File: config.mk
export PLATFORM = sky130hd
export DESIGN_NAME = reg_file_mp
export DESIGN_NICKNAME = d
export VERILOG_FILES = /design/src/rtl/reg_file_pkg.sv /design/src/rtl/reg_scoreboard.sv /design/src/rtl/reg_file_mp.sv
export SDC_FILE = /design/constraint.sdc
export NUM_CORES = 2
export LEC_CHECK = 0
export CORE_ASPECT_RATIO = 0.8
export CORE_UTILIZATION = 55
export DETAILED_ROUTE_END_ITERATION = 10
export PLACE_DENSITY_LB_ADDON = 0.05
export SLEW_MARGIN = 20
export SYNTH_ARGS = -nofsm -noshare
export SYNTH_HDL_FRONTEND = slang
export SYNTH_HIERARCHICAL = 1
export SYNTH_SLANG_ARGS = --single-unit
File: constraint.sdc
create_clock -name clk -period 2.3 [get_ports clk]
set_input_delay 0.46 -clock clk [delete_from_list [all_inputs] [get_ports clk]]
set_output_delay 0.46 -clock clk [all_outputs]
set_load 0.1 [all_outputs]
File: src/rtl/reg_file_pkg.sv
// Shared constants for the multi-port register file and its busy scoreboard.
//   XLEN_DEFAULT  : default data width in bits
//   NREGS_DEFAULT : default register count (power of two)
//   NRD_DEFAULT   : default number of read ports
//   ZERO_REG      : index of the hardwired-zero register
package reg_file_pkg;

    localparam int unsigned XLEN_DEFAULT  = 64;
    localparam int unsigned NREGS_DEFAULT = 32;
    localparam int unsigned NRD_DEFAULT   = 2;
    localparam int unsigned ZERO_REG      = 0;

endpackage : reg_file_pkg

File: src/rtl/reg_scoreboard.sv
// Pending-write (busy) tracker for the register file.
// Ports:
//   clk, reset_n        : clock, asynchronous active-low reset
//   wr_en, wr_addr      : completed write, clears the destination's busy bit
//   alloc_en, alloc_addr: new producer, sets the destination's busy bit
//   flush               : clears every busy bit, same-cycle alloc is ignored
//   busy_vec            : registered busy bits, bit 0 always 0
module reg_scoreboard
    import reg_file_pkg::*;
#(
    parameter  int unsigned NREGS = NREGS_DEFAULT,
    localparam int unsigned AW    = $clog2(NREGS)
) (
    input  logic             clk,
    input  logic             reset_n,
    input  logic             wr_en,
    input  logic [AW-1:0]    wr_addr,
    input  logic             alloc_en,
    input  logic [AW-1:0]    alloc_addr,
    input  logic             flush,
    output logic [NREGS-1:0] busy_vec
);

    logic [NREGS-1:0] busy_q;
    logic [NREGS-1:0] busy_d;

    // Next busy state; alloc applied after the write clear so the newer producer wins.
    always_comb begin
        busy_d = busy_q;
        if (flush) begin
            busy_d = '0;
        end else begin
            if (wr_en) begin
                busy_d[wr_addr] = 1'b0;
            end
            if (alloc_en) begin
                busy_d[alloc_addr] = 1'b1;
            end
        end
        busy_d[ZERO_REG] = 1'b0;
    end

    // Busy state register.
    always_ff @(posedge clk or negedge reset_n) begin
        if (!reset_n) begin
            busy_q <= '0;
        end else begin
            busy_q <= busy_d;
        end
    end

    assign busy_vec = busy_q;

endmodule : reg_scoreboard

File: src/rtl/reg_file_mp.sv
// Multi-read-port register file with a hardwired-zero register and a
// per-register pending-write scoreboard.
// Ports:
//   clk, reset_n          : clock, asynchronous active-low reset
//   rd_addr  [NRD*AW]     : packed read addresses, port p in [p*AW +: AW]
//   rd_data  [NRD*XLEN]   : combinational read data, port p in [p*XLEN +: XLEN]
//   rd_busy  [NRD]        : busy bit of the register each port addresses
//   wr_en/wr_addr/wr_data : write port
//   alloc_en/alloc_addr   : marks a destination as pending
//   flush                 : clears all pending marks
//   busy_vec [NREGS]      : current busy bits
// Build option: define REG_FILE_MP_BYPASS_EN to forward same-cycle write
// data to matching read ports and force their busy flag low.
module reg_file_mp
    import reg_file_pkg::*;
#(
    parameter  int unsigned XLEN  = XLEN_DEFAULT,
    parameter  int unsigned NREGS = NREGS_DEFAULT,
    parameter  int unsigned NRD   = NRD_DEFAULT,
    localparam int unsigned AW    = $clog2(NREGS)
) (
    input  logic                clk,
    input  logic                reset_n,
    input  logic [NRD*AW-1:0]   rd_addr,
    output logic [NRD*XLEN-1:0] rd_data,
    output logic [NRD-1:0]      rd_busy,
    input  logic                wr_en,
    input  logic [AW-1:0]       wr_addr,
    input  logic [XLEN-1:0]     wr_data,
    input  logic                alloc_en,
    input  logic [AW-1:0]       alloc_addr,
    input  logic                flush,
    output logic [NREGS-1:0]    busy_vec
);

    logic [XLEN-1:0] regs [NREGS];
    logic [AW-1:0]   rd_idx [NRD];
    logic            wr_live;

    assign wr_live = wr_en && (wr_addr != AW'(ZERO_REG));

    // Storage; register 0 is only ever reset, so it reads as zero forever.
    always_ff @(posedge clk or negedge reset_n) begin
        if (!reset_n) begin
            regs <= '{default: '0};
        end else if (wr_live) begin
            regs[wr_addr] <= wr_data;
        end
    end

    reg_scoreboard #(
        .NREGS (NREGS)
    ) u_scoreboard (
        .clk        (clk),
        .reset_n    (reset_n),
        .wr_en      (wr_en),
        .wr_addr    (wr_addr),
        .alloc_en   (alloc_en),
        .alloc_addr (alloc_addr),
        .flush      (flush),
        .busy_vec   (busy_vec)
    );

    // Unpack read addresses.
    always_comb begin
        for (int p = 0; p < NRD; p++) begin
            rd_idx[p] = rd_addr[p*AW +: AW];
        end
    end

    // Read muxes; outputs held at zero while in reset.
    always_comb begin
        rd_data = '0;
        rd_busy = '0;
        for (int p = 0; p < NRD; p++) begin
            rd_data[p*XLEN +: XLEN] = regs[rd_idx[p]];
            rd_busy[p]              = busy_vec[rd_idx[p]];
`ifdef REG_FILE_MP_BYPASS_EN
            if (wr_live && (rd_idx[p] == wr_addr)) begin
                rd_data[p*XLEN +: XLEN] = wr_data;
                rd_busy[p]              = 1'b0;
            end
`endif
        end
        if (!reset_n) begin
            rd_data = '0;
            rd_busy = '0;
        end
    end

endmodule : reg_file_mp
==> out/metrics.csv <==
metric,value,unit
slowest_delay,0.85,ns
row_count,147,
critPathCaptureType,output port,
slew_headroom,0.289,
synth_edf_count,0,
timing.hold.ws,0.0529,ns
start_kind,register,
drv_cap,0,
grt_pass1_wl,594,mm
finClkSkew,0,ns
cts_num_sinks,2079,
clock_tree.root_cell,clkbuf_16,
cpMaxStageDelayCell,nor4_4,
syn_area,112000,um^2
path_common_cell,buf_12,
grt_max_degree,185,
synthesis.nets,7600,
cts_tree,done,
drv_slew,0,
fillers,13300,
worstReg2RegEnd,regs[1190],
synthTopCellsByArea,"dfrtp_1 (47%), mux2_2 (21%), mux4_2 (17%)",
globalRouteOverflowTotal,0,
hold_class,primary input to async pin,
required,1.84,ns
portBuffers,249,
synth_seq_area_share,0.467,
ys_ff_latch,2079,
insertion_delay,0.88,ns
timing.fmax,297,MHz
dieArea,205000,um^2
setup_ws,-1.07,ns
yosys_warnings,6,
final_common_cell,dfrtp_1,
tightest_slew,1.07,ns
crit_type,register to output port,
rr_worst_depth,3,
clockBufferDepth,4,
synth_cell_type_count,62,
yosys.area.top_type_share,0.467,
die_y,405,um
r2r-start,regs[1190],
placeableCoreArea,201000,um^2
dr.pass1.iters,11,
path_clk_slew,0.06,ns
rsz0062_at_grt,yes,
chipWidth,505,um
synth-async-reset-ratio,1.00,
synth_area_leader_cell,dfrtp_1,
cts_max_level,4,
drt-initial-drc-count,9123,
synthCells,7511,
wl_per_cell,36.2,um
period_share,1.46,
fin_crit,3.37,ns
path_buf_inv,2,
area_growth,27.0,%
final_hold_viol_count,0,
peakVddDrop,0.663,mV
crit_chain,mux2i_1 -> a22oi_1 -> a21oi_2 -> nor4_4 -> buf_12 -> buf_12,
vias,78600,
post-place-ws,-1.11,ns
drive_gt1_frac,0.606,
synth_top_flop_cell,dfrtp_1,
viasPerCell,6.91,
nets,8608,
path_max_fanout,3,
leakage,62.3,nW
io_pins,251,
grt_usage,0.405,
antenna_found_initial,12,
gp_congestion,0.932,
ant_nets,0,
powerDensity,813,nW/um^2
violations,"design-rule violations, negative setup slack",
cts_buffers,219,
mostFrequentLayoutCells,"dfrtp_1 (2052), mux2_2 (1978), buf_4 (982)",
grt_pass1_vias,80800,
wl,411,mm
start_util,0.555,
drc,16,
syn_area_per_cell,14.8,um^2
r2r_setup_slack,1.23,ns
place_hpwl,279,mm
crit_family,simple AND/OR/NAND/NOR gates,
status,"complete, but fails checks",
setup_viol,130,
worstPathArrival,2.91,ns
-- power by group --
group / switching, mW / internal, mW / total, mW / leakage, nW
Clock: 15.6 / 21.0 / 36.5 / 3.58
Combinational: 13.0 / 16.7 / 29.7 / 32.0
Sequential: 5.42 / 43.4 / 48.9 / 26.6
-- through the flow --
| stage | cells | cell area, um^2 | setup TNS, ns | power, mW | util |
|---|---|---|---|---|---|
| floorplan | 7511 | 114000 | -76.49 | 66.3 | - |
| global placement | 10900 | 131000 | -736.02 | 75.6 | 0.652 |
| detailed placement | 10900 | 131000 | -742.32 | 76.7 | 0.652 |
| CTS | 11300 | 141000 | -97.45 | 115 | 0.700 |
| global route | 11400 | 142000 | -99.79 | 119 | 0.704 |
| finish | 11400 | 142000 | -93.96 | 115 | 0.704 |
-- final cells by class --
cell class | count | area (um^2) | share of cell area
multi-input cells | 4580 | 59400 | 0.420
inverters | 1 | 8.76 | 0.0000619
clock inverters | 79 | 817 | 0.00577
repair buffers | 1638 | 19500 | 0.138
well taps | 2682 | 3360 | 0.0237
clock buffers | 317 | 6440 | 0.0455
diodes | 4 | 10.0 | 0.0000707
flip-flops and latches | 2079 | 52100 | 0.368
-- what timing repair did --
item / CTS / global route
pin swaps: 194 / 71
gates cloned: 3 / 2
setup buffers: 115 / 41
endpoints found under the hold margin: 167 / 0
hold buffers: 4 / 0
resized for setup: 362 / 95
setup endpoints to repair: 130 / 130
-- flip-flops by register name, summed over array words and instances, names as in the netlist --
signal,count
regs,2048
u_scoreboard/busy_vec,31
-- synthesized netlist by cell type (all sizes together), types with 2 or more instances --
master and instances:
a211oi 93, and2b 18, nor2b 119, o221ai 53, o31ai 3, a21oi 79
nand3b 12, o211ai 14, and3 2, o22ai 48, o22a 48, or2 10
nand2 65, or3 9, nor3b 5, dfrtp 2079, nand4 5, nor3 3
nand3 36, a31oi 12, mux2i 581, and2 6, nor2 35, nand2b 13
a311oi 2, a22oi 195, buf 438, a2111oi 7, or3b 10, mux4 825
o2bb2ai 2, clkbuf 413, o21ai 96, o311ai 5, nor4 54, mux2 2095
a22o 12
-- kinds of logic (layout without fill, tap and decap cells) --
family	count (synthesis)	after routing	share of synthesized area
buffers and inverters	852	2035	0.0388
multiplexers	3501	3501	0.430
AND/OR/NAND/NOR	407	407	0.0219
AO/OA/AOI/OAI	671	671	0.0424
other	1	5	0.0000336
flip-flops	2079	2079	0.467
-- routing by layer --
layer	up-vias	part of all wire	GRT usage
met5	-	0.000063	0
met4	4	0.054	0.187
met3	980	0.097	0.0905
met2	4452	0.45	0.613
met1	42100	0.40	0.560
li1	31100	-	-
-- how the worst max path moves through the flow --
stage	cells past startpoint	to	from	slack, ns
6_report	6	rd_data[39]	regs[935]	-1.07
3_3_place_gp	8	rd_data[39]	rd_addr[1]	-1.13
5_1_grt	6	rd_data[39]	regs[807]	-1.02
4_1_cts	6	rd_data[39]	regs[935]	-1.03
3_5_place_dp	8	rd_data[39]	rd_addr[1]	-1.11
2_1_floorplan	9	rd_data[127]	rd_addr[5]	-1.04
-- worst min-delay path, delay by kind of cell --
family / cells / cell delay, ns
buffers and inverters: 5 / 0.76
No activity file was read; power rests on OpenSTA's default activity.
